File: config.mk
export PLATFORM = sky130hd
export DESIGN_NAME = seq_divider_32by16
export DESIGN_NICKNAME = d
export VERILOG_FILES = /design/src/rtl/seq_divider_32by16.sv
export SDC_FILE = /design/constraint.sdc
export NUM_CORES = 1
export LEC_CHECK = 0
export CORE_MARGIN = 5
export CORE_UTILIZATION = 40
export CTS_CLUSTER_SIZE = 12
export DETAILED_ROUTE_END_ITERATION = 10
export HOLD_SLACK_MARGIN = 0.1
export SLEW_MARGIN = 20
export SYNTH_ARGS = -nofsm -noshare
export SYNTH_HDL_FRONTEND = slang
export SYNTH_SLANG_ARGS = --single-unit
File: constraint.sdc
create_clock -name clk -period 4.9 [get_ports clk]
set_clock_uncertainty 0.05 [all_clocks]
set_input_delay 0.98 -clock clk [delete_from_list [all_inputs] [get_ports clk]]
set_output_delay 0.98 -clock clk [all_outputs]
set_load 0.05 [all_outputs]
File: src/rtl/seq_divider_32by16.sv
`default_nettype none
// ============================================================================
// Module      : seq_divider_32by16
// Description : Iterative restoring divider. A 2*WIDTH-bit dividend is divided
//               by a WIDTH-bit divisor. One quotient bit is resolved per clock,
//               and a start/done handshake controls the operation.
//               Build option: define SEQ_DIVIDER_SIGNED_EN for two's-complement
//               operands (truncating division; the remainder takes the sign of
//               the dividend). This option adds a SIGN_FIX state after DIVIDE.
// Ports       : clk          rising-edge clock
//               rst_n        asynchronous active-low reset
//               start        request, sampled only in IDLE
//               dividend     [2*WIDTH-1:0] captured on the accepted start
//               divisor      [WIDTH-1:0]   captured on the accepted start
//               busy         operation in flight
//               done         one-cycle pulse, results valid from this cycle on
//               quotient     [WIDTH-1:0] result
//               remainder    [WIDTH-1:0] result
//               div_by_zero  last operation had a zero divisor
//               overflow     last quotient did not fit in WIDTH bits
// Revision    : 1.0 - initial release
// ============================================================================
module seq_divider_32by16 #(
  parameter int WIDTH = 16
) (
  input  logic                 clk,
  input  logic                 rst_n,
  input  logic                 start,
  input  logic [2*WIDTH-1:0]   dividend,
  input  logic [WIDTH-1:0]     divisor,
  output logic                 busy,
  output logic                 done,
  output logic [WIDTH-1:0]     quotient,
  output logic [WIDTH-1:0]     remainder,
  output logic                 div_by_zero,
  output logic                 overflow
);

  localparam int CW = $clog2(WIDTH + 1);

  localparam logic [1:0] S_IDLE     = 2'd0;
  localparam logic [1:0] S_DIVIDE   = 2'd1;
  localparam logic [1:0] S_FINISH   = 2'd2;
`ifdef SEQ_DIVIDER_SIGNED_EN
  localparam logic [1:0] S_SIGN_FIX = 2'd3;
  localparam logic [1:0] c_after_divide = S_SIGN_FIX;
  // Largest magnitudes representable for a positive / negative quotient
  localparam logic [WIDTH-1:0] c_pos_max = {1'b0, {(WIDTH-1){1'b1}}};
  localparam logic [WIDTH-1:0] c_neg_max = {1'b1, {(WIDTH-1){1'b0}}};
`else
  localparam logic [1:0] c_after_divide = S_FINISH;
`endif
  localparam logic [CW-1:0] c_count_init = CW'(WIDTH);

  logic [1:0]        r_state;
  logic [WIDTH:0]    r_rem;        // partial remainder, one spare bit
  logic [WIDTH-1:0]  r_quo;        // quotient shift register
  logic [WIDTH-1:0]  r_divisor;
  logic [CW-1:0]     r_count;
  logic              r_dbz;
  logic              r_ovf;
  logic              r_busy;
  logic              r_done;
  logic [WIDTH-1:0]  r_quotient;
  logic [WIDTH-1:0]  r_remainder;
  logic              r_dbz_out;
  logic              r_ovf_out;
`ifdef SEQ_DIVIDER_SIGNED_EN
  logic              r_sign_q;
  logic              r_sign_r;
`endif

  logic [2*WIDTH-1:0] w_dvd_mag;
  logic [WIDTH-1:0]   w_dvs_mag;
  logic [WIDTH+1:0]   w_shift;
  logic [WIDTH+1:0]   w_trial;
  logic               w_trial_neg;

`ifdef SEQ_DIVIDER_SIGNED_EN
  // The core always divides magnitudes; signs are re-applied in SIGN_FIX.
  assign w_dvd_mag = dividend[2*WIDTH-1] ? -dividend : dividend;
  assign w_dvs_mag = divisor[WIDTH-1]    ? -divisor  : divisor;
`else
  assign w_dvd_mag = dividend;
  assign w_dvs_mag = divisor;
`endif

  // {rem,quo} shifted left by one. The partial remainder stays below the
  // divisor, so the shifted value is below 2^(WIDTH+1) and the extra top bit
  // of the subtraction is a reliable borrow.
  assign w_shift     = {r_rem, r_quo[WIDTH-1]};
  assign w_trial     = w_shift - {2'b00, r_divisor};
  assign w_trial_neg = w_trial[WIDTH+1];

  always_ff @(posedge clk or negedge rst_n) begin
    if (!rst_n) begin
      r_state     <= S_IDLE;
      r_rem       <= '0;
      r_quo       <= '0;
      r_divisor   <= '0;
      r_count     <= '0;
      r_dbz       <= 1'b0;
      r_ovf       <= 1'b0;
      r_busy      <= 1'b0;
      r_done      <= 1'b0;
      r_quotient  <= '0;
      r_remainder <= '0;
      r_dbz_out   <= 1'b0;
      r_ovf_out   <= 1'b0;
`ifdef SEQ_DIVIDER_SIGNED_EN
      r_sign_q    <= 1'b0;
      r_sign_r    <= 1'b0;
`endif
    end else begin
      r_done <= 1'b0;
      case (r_state)
        S_IDLE: begin
          if (start) begin
            r_rem     <= {1'b0, w_dvd_mag[2*WIDTH-1:WIDTH]};
            r_quo     <= w_dvd_mag[WIDTH-1:0];
            r_divisor <= w_dvs_mag;
            r_count   <= c_count_init;
            r_dbz     <= 1'b0;
            r_ovf     <= 1'b0;
            r_busy    <= 1'b1;
`ifdef SEQ_DIVIDER_SIGNED_EN
            r_sign_q  <= dividend[2*WIDTH-1] ^ divisor[WIDTH-1];
            r_sign_r  <= dividend[2*WIDTH-1];
`endif
            if (w_dvs_mag == '0) begin
              r_dbz   <= 1'b1;
              r_state <= S_FINISH;
            end else if (w_dvd_mag[2*WIDTH-1:WIDTH] >= w_dvs_mag) begin
              // High half not below the divisor: quotient needs > WIDTH bits
              r_ovf   <= 1'b1;
              r_state <= S_FINISH;
            end else begin
              r_state <= S_DIVIDE;
            end
          end
        end

        S_DIVIDE: begin
          r_rem   <= w_trial_neg ? w_shift[WIDTH:0] : w_trial[WIDTH:0];
          r_quo   <= {r_quo[WIDTH-2:0], ~w_trial_neg};
          r_count <= r_count - CW'(1);
          if (r_count == CW'(1)) begin
            r_state <= c_after_divide;
          end
        end

`ifdef SEQ_DIVIDER_SIGNED_EN
        S_SIGN_FIX: begin
          if (r_sign_q) begin
            if (r_quo > c_neg_max) r_ovf <= 1'b1;
            r_quo <= -r_quo;
          end else if (r_quo > c_pos_max) begin
            r_ovf <= 1'b1;
          end
          if (r_sign_r) begin
            r_rem <= {1'b0, -r_rem[WIDTH-1:0]};
          end
          r_state <= S_FINISH;
        end
`endif

        S_FINISH: begin
          if (r_dbz || r_ovf) begin
            r_quotient  <= '1;
            r_remainder <= '0;
          end else begin
            r_quotient  <= r_quo;
            r_remainder <= r_rem[WIDTH-1:0];
          end
          r_dbz_out <= r_dbz;
          r_ovf_out <= r_ovf;
          r_busy    <= 1'b0;
          r_done    <= 1'b1;
          r_state   <= S_IDLE;
        end

        default: begin
          r_state <= S_IDLE;
        end
      endcase
    end
  end

  assign busy        = r_busy;
  assign done        = r_done;
  assign quotient    = r_quotient;
  assign remainder   = r_remainder;
  assign div_by_zero = r_dbz_out;
  assign overflow    = r_ovf_out;

endmodule
`default_nettype wire

==> results.json, run 1 <==
{
  "nets": 715,
  "p_leak_nw": 2.938,
  "antenna_found_initial": 0,
  "crit_path_end": "r_rem[15]",
  "synth_edf_count": 0,
  "drive_gt1_share_pct": 5.521,
  "die_width_microns": 125.3,
  "cp-startpoint": "r_rem[13]",
  "hold_class": "reg2reg",
  "synth-main-ff-cell": "dfrtp_1",
  "core_area_sq_um": 13140,
  "cts_resized": 0,
  "synth_nets": 644,
  "cts_tree": "done",
  "rows": 42,
  "timing.final.crit_share_pct": 66.99,
  "arrival_ps": 3480,
  "r2r-end": "r_rem[15]",
  "ant_nets": 0,
  "first_global_vias": 4609,
  "avgViaCountPerCell": 5.505,
  "max_slew.worst_pin.slew_ps": 1015,
  "timing.fmax_mhz": 304.7,
  "finalPower_mw": 5.566,
  "totalWireLength_microns": 14730,
  "cts_root_buf": "clkbuf_16",
  "grt_max_degree": 61,
  "first_iter_violations": 469,
  "max_cap_viol_count": 0,
  "start_kind": "register",
  "post_cts_buffers": 0,
  "cts_buffers": 9,
  "period_needed_ps": 3282,
  "firstDrtPassIters": 4,
  "overflow": 0,
  "mostFrequentLayoutCells": "94 x dfrtp_1, 85 x clkdlybuf4s50_1, 53 x nand2_1",
  "grt_pass1_wl_microns": 24720,
  "gp_congestion": 0.8435,
  "critPathCaptureType": "register",
  "synth_top_area_share_pct": 44.24,
  "ys_warn_count": 0,
  "path_class": "reg2reg",
  "worst_slack_ps": 1618,
  "start_util_pct": 40.48,
  "post-route-util_pct": 50.66,
  "cts.sinks": 94,
  "timing.rr.start": "r_rem[13]",
  "ys_seq_area_share_pct": 44.24,
  "fin_setup_tns_ps": 0,
  "cts_buffer_depth": 2,
  "synth-seq-cells": 94,
  "rsz0062_at_grt": "false",
  "antenna_cells": 0,
  "die_h_microns": 125.3,
  "syn_avg_cell_area_sq_um": 9.530,
  "io_buffers": 86,
  "drc_errors": 0,
  "grt_usage_pct": 19.34,
  "synth_area_leaders": "dfrtp_1 44%, ha_1 8.0%, a22oi_1 4.4%",
  "peakVddDrop_uv": 264.4,
  "worstPathRequired_ps": 5100,
  "clk_pin_slew_worst_paths_ps": 70,
  "synth.largest_area_cell": "dfrtp_1",
  "r2r_cells": 9,
  "synthesis.area_sq_um": 5318,
  "htree_levels": 3,
  "power_density_nw_per_um2": 836.3,
  "nFillCells": 1216,
  "path_max_fanout": 15,
  "die_area_sq_um": 15700,
  "pre_cts_slack_ps": 1361,
  "clk_latency_ps": 350,
  "synth.distinct_cells": 56,
  "num_vias": 4459,
  "hold_viol": 0,
  "cts_hold_buffers": 0,
  "place_hpwl_microns": 10840,
  "slew_headroom_pct": 32.28,
  "area_growth_pct": 25.15,
  "finalSetupViolCount": 0,
  "synthArstFlopShare_pct": 100.0,
  "final_common_cell": "dfrtp_1",
  "netlist_instances": 558,
  "top_level_ports": 87,
  "finalMaxSlewViolations": 0,
  "rrSetupSlack_ps": 1620,
  "drt-wirelength-per-cell_microns": 18.19,
  "status": "complete, no violations"
}
[cell families (layout without fill, tap and decap cells)]
| kind of cell | after synthesis | in the layout | synth area share (%) |
|---|---|---|---|
| AO/OA/AOI/OAI | 200 | 200 | 25.25 |
| XOR/XNOR | 15 | 15 | 2.470 |
| adder cells (fa/ha/maj) | 35 | 35 | 8.377 |
| buffers and inverters | 76 | 152 | 5.553 |
| flip-flops | 94 | 94 | 44.24 |
| multiplexers | 13 | 13 | 2.635 |
| AND/OR/NAND/NOR | 125 | 125 | 11.48 |
[power by group]
part	switching (mW)	leakage, nW	total (mW)	internal, mW
Sequential	0.318	1.15	1.46	1.14
Clock	0.319	0.159	0.783	0.464
Combinational	1.98	1.62	3.32	1.34
Total	2.61	2.94	5.57	2.95
[worst min-delay path by stage]
stage                       startpoint      endpoint  slack [ps]  cells after the start
after floorplan           r_divisor[0]  r_divisor[0]         400                      2
after global placement    r_divisor[0]  r_divisor[0]         420                      2
after detailed placement   div_by_zero   div_by_zero         430                      2
after CTS                  div_by_zero   div_by_zero         450                      2
after global routing       div_by_zero   div_by_zero         470                      2
final                      div_by_zero   div_by_zero         450                      2
[synthesized netlist by cell type, types with 16 or more instances]
| library cell | instances |
|---|---|
| o21ai_1 | 30 |
| nor2b_1 | 17 |
| dfrtp_1 | 94 |
| a22oi_1 | 31 |
| nor2_1 | 16 |
| clkbuf_1 | 28 |
| o21ai_0 | 26 |
| nand2_1 | 53 |
| ha_1 | 34 |
| inv_1 | 42 |
| a21oi_1 | 35 |
[final cells by class]
type	count	area, sq um	area share (%)
well taps	176	220.2	3.309
inverters	43	161.4	2.425
clock inverters	6	90.09	1.354
repair buffers	93	910.9	13.69
flip-flops and latches	94	2352	35.35
clock buffers	10	239.0	3.591
multi-input cells	388	2681	40.29
[layer usage]
layer | wire length, microns | global-route usage, % | share of wire, % | up-vias
li1 | - | - | - | 2160
met1 | 6988 | 27.01 | 47 | 2176
met2 | 6878 | 31.51 | 47 | 108
met3 | 662 | 2.729 | 4.5 | 15
met4 | 201 | 5.676 | 1.4 | 0
met5 | 0 | 0 | 0 | -
[flip-flops by register name, summed over array words and instances, names as in the netlist, 2 cells and up]
name,flops
r_rem,17
quotient,16
r_divisor,16
r_quo,16
remainder,16
r_count,5
r_state,2
[metrics by stage]
step | cells | cell area [sq um] | hold WS (ps)
final | 810 | 6655 | 448.6
after global routing | 810 | 6655 | 468.9
after CTS | 810 | 6655 | 447.8
after detailed placement | 794 | 6326 | 432.5
after global placement | 794 | 6320 | 419.8
after floorplan | 558 | 5318 | 399.7
[critical path: stages (launching register included)]
cell and delay, ps:
dfrtp_1 410, ha_1 450, a21o_1 250, a211o_1 360
mux2i_1 200, o211ai_2 130, nor2_2 780, buf_4 280
o21ai_1 80, a31o_1 180
(Power assumes the default switching activity.)
==> inputs of run 2 (changes only) <==
--- a/config.mk
+++ b/config.mk
@@ -10,6 +10,7 @@
 export CTS_CLUSTER_SIZE = 12
 export DETAILED_ROUTE_END_ITERATION = 10
 export HOLD_SLACK_MARGIN = 0.1
+export PLACE_DENSITY = 0.65
 export SLEW_MARGIN = 20
 export SYNTH_ARGS = -nofsm -noshare
 export SYNTH_HDL_FRONTEND = slang
==> constraint.sdc (replaced) <==
create_clock -name clk -period 2.7 [get_ports clk]
set_clock_uncertainty 0.05 [all_clocks]
set_input_delay 0.54 -clock clk [delete_from_list [all_inputs] [get_ports clk]]
set_output_delay 0.54 -clock clk [all_outputs]
set_load 0.05 [all_outputs]
==> run 2 against run 1 <==
Via count is 4.2% higher. Register-to-register slack worse by 1600 ps. Die area is the same. Critical path type is now in2reg. Largest power group unchanged.
==> results.json, run 2 (same netlist as run 1, synthesis figures left out) <==
{
  "p_sw_mw": 5.053,
  "final-instance-count-excl-fill": 845,
  "post-route-util_pct": 53.63,
  "p_clk_share_pct": 12.1,
  "crit_path_end": "r_state[1]",
  "status": "complete, no violations",
  "switching_share_pct": 46.29,
  "pre_cts_slack_ps": -401.5,
  "rows": 42,
  "peakVddDrop_uv": 757.4,
  "firstDrtPassIters": 5,
  "max_cap_viol_count": 0,
  "period_needed_ps": 2651,
  "grt_max_degree": 55,
  "avgViaCountPerCell": 5.498,
  "io_buffers": 86,
  "max_slew.worst_pin.slew_ps": 743.4,
  "nets": 750,
  "start_kind": "primary input",
  "num_vias": 4646,
  "clk_latency_ps": 360,
  "cts_root_buf": "clkbuf_16",
  "first_global_vias": 4639,
  "seqCellArea_sq_um": 2352,
  "largest_register": "r_rem",
  "rrSetupSlack_ps": 60,
  "finalMaxSlewViolations": 0,
  "power_frac_comb_pct": 64.3,
  "gp_congestion": 0.9670,
  "core_area_sq_um": 13140,
  "power_frac_seq_pct": 23.6,
  "mostFrequentLayoutCells": "94 x dfrtp_1, 85 x clkdlybuf4s50_1, 53 x nand2_1",
  "path_max_fanout": 3,
  "drt-wirelength-per-cell_microns": 18.11,
  "r2r-end": "r_rem[1]",
  "cts_buffers": 9,
  "place_hpwl_microns": 11210,
  "cts_hold_buffers": 0,
  "timing.fmax_mhz": 377.2,
  "area_growth_pct": 32.49,
  "cts_tree": "done",
  "whs_ps": 120.4,
  "ant_nets": 0,
  "p_leak_nw": 3.139,
  "critPathCaptureType": "register",
  "timing.rr.start": "r_rem[13]",
  "nFillCells": 1187,
  "antenna_found_initial": 0,
  "timing.final.crit_share_pct": 98.18,
  "drc_errors": 0,
  "hold_viol": 0,
  "hold_class": "in2async",
  "multiInputGateArea_sq_um": 2764,
  "arrival_ps": 2830,
  "grt_usage_pct": 19.44,
  "cts.sinks": 94,
  "largest_reg_flops": 17,
  "worstPathRequired_ps": 2880,
  "top_level_ports": 87,
  "clk_pin_slew_worst_paths_ps": 70,
  "drive_gt1_share_pct": 12.11,
  "power_density_nw_per_um2": 1550,
  "totalWireLength_microns": 15300,
  "fin_setup_tns_ps": 0,
  "path_class": "in2reg",
  "die_h_microns": 125.3,
  "dp.cells": 827,
  "first_iter_violations": 300,
  "r2r_cells": 9,
  "start_util_pct": 40.48,
  "overflow": 0,
  "p_int_mw": 5.865,
  "htree_levels": 3,
  "final_common_cell": "dfrtp_1",
  "slew_headroom_pct": 50.28,
  "grt_pass1_wl_microns": 24610,
  "finalSetupViolCount": 0,
  "worst_slack_ps": 49.03,
  "die_area_sq_um": 15700,
  "cts_buffer_depth": 2,
  "die_width_microns": 125.3,
  "cp-startpoint": "dividend[16]",
  "antenna_cells": 0
}
==> run 2: through the flow <==
step | instance area (sq um) | power, mW
2_1_floorplan | 5318 | 7.056
3_3_place_gp | 6618 | 9.037
3_5_place_dp | 6624 | 9.164
4_1_cts | 6933 | 10.53
5_1_grt | 7046 | 11.69
6_report | 7046 | 10.92
==> run 2: worst min path at each step <==
stage	startpoint	to	slack [ps]
after floorplan	rst_n	busy	190
after global placement	busy	busy	420
after detailed placement	r_divisor[0]	r_divisor[0]	420
after CTS	rst_n	remainder[3]	140
after global routing	rst_n	busy	160
final	rst_n	busy	120
==> run 2: power groups by stage <==
stage                     clock (mW)  sequential, mW  combinational (mW)
final                           1.32            2.58                7.02
after global routing            1.41            2.67                7.61
after CTS                       1.35            2.57                6.62
after detailed placement           0            2.59                6.58
after global placement             0            2.57                6.47
after floorplan                    0            3.32                3.73
==> run 2: critical path, stage by stage <==
cell,delay (ps)
clkdlybuf4s50_1,480
inv_1,50
ha_1,270
nand2b_1,150
a21o_1,180
a21o_1,170
a21oi_1,230
o211ai_1,140
a221oi_2,360
buf_4,180
a311oi_1,80
==> run 2: what timing repair did <==
| action | 4_1_cts | 5_1_grt |
|---|---|---|
| buffers inserted | 0 | 1 |
| setup endpoints to repair | 2 | 17 |
| gates resized for setup | 1 | 14 |
| gates cloned | 0 | 1 |
| pin swaps | 0 | 4 |
==> run 2: layer usage <==
layer  global-route usage [%]  vias up  wire length [microns]
met5                        0        -                      0
li1                         -     2230                      -
met3                    4.478       18                    658
met2                    32.05      125                   7509
met1                    25.90     2273                   6890
met4                    5.230        0                    242
==> run 2: layout make-up <==
| cell class | count | area share (%) |
|---|---|---|
| flip-flops and latches | 94 | 33.39 |
| clock inverters | 7 | 1.101 |
| clock buffers | 9 | 3.197 |
| multi-input cells | 388 | 39.23 |
| well taps | 176 | 3.126 |
| inverters | 43 | 2.291 |
| repair buffers | 128 | 17.67 |
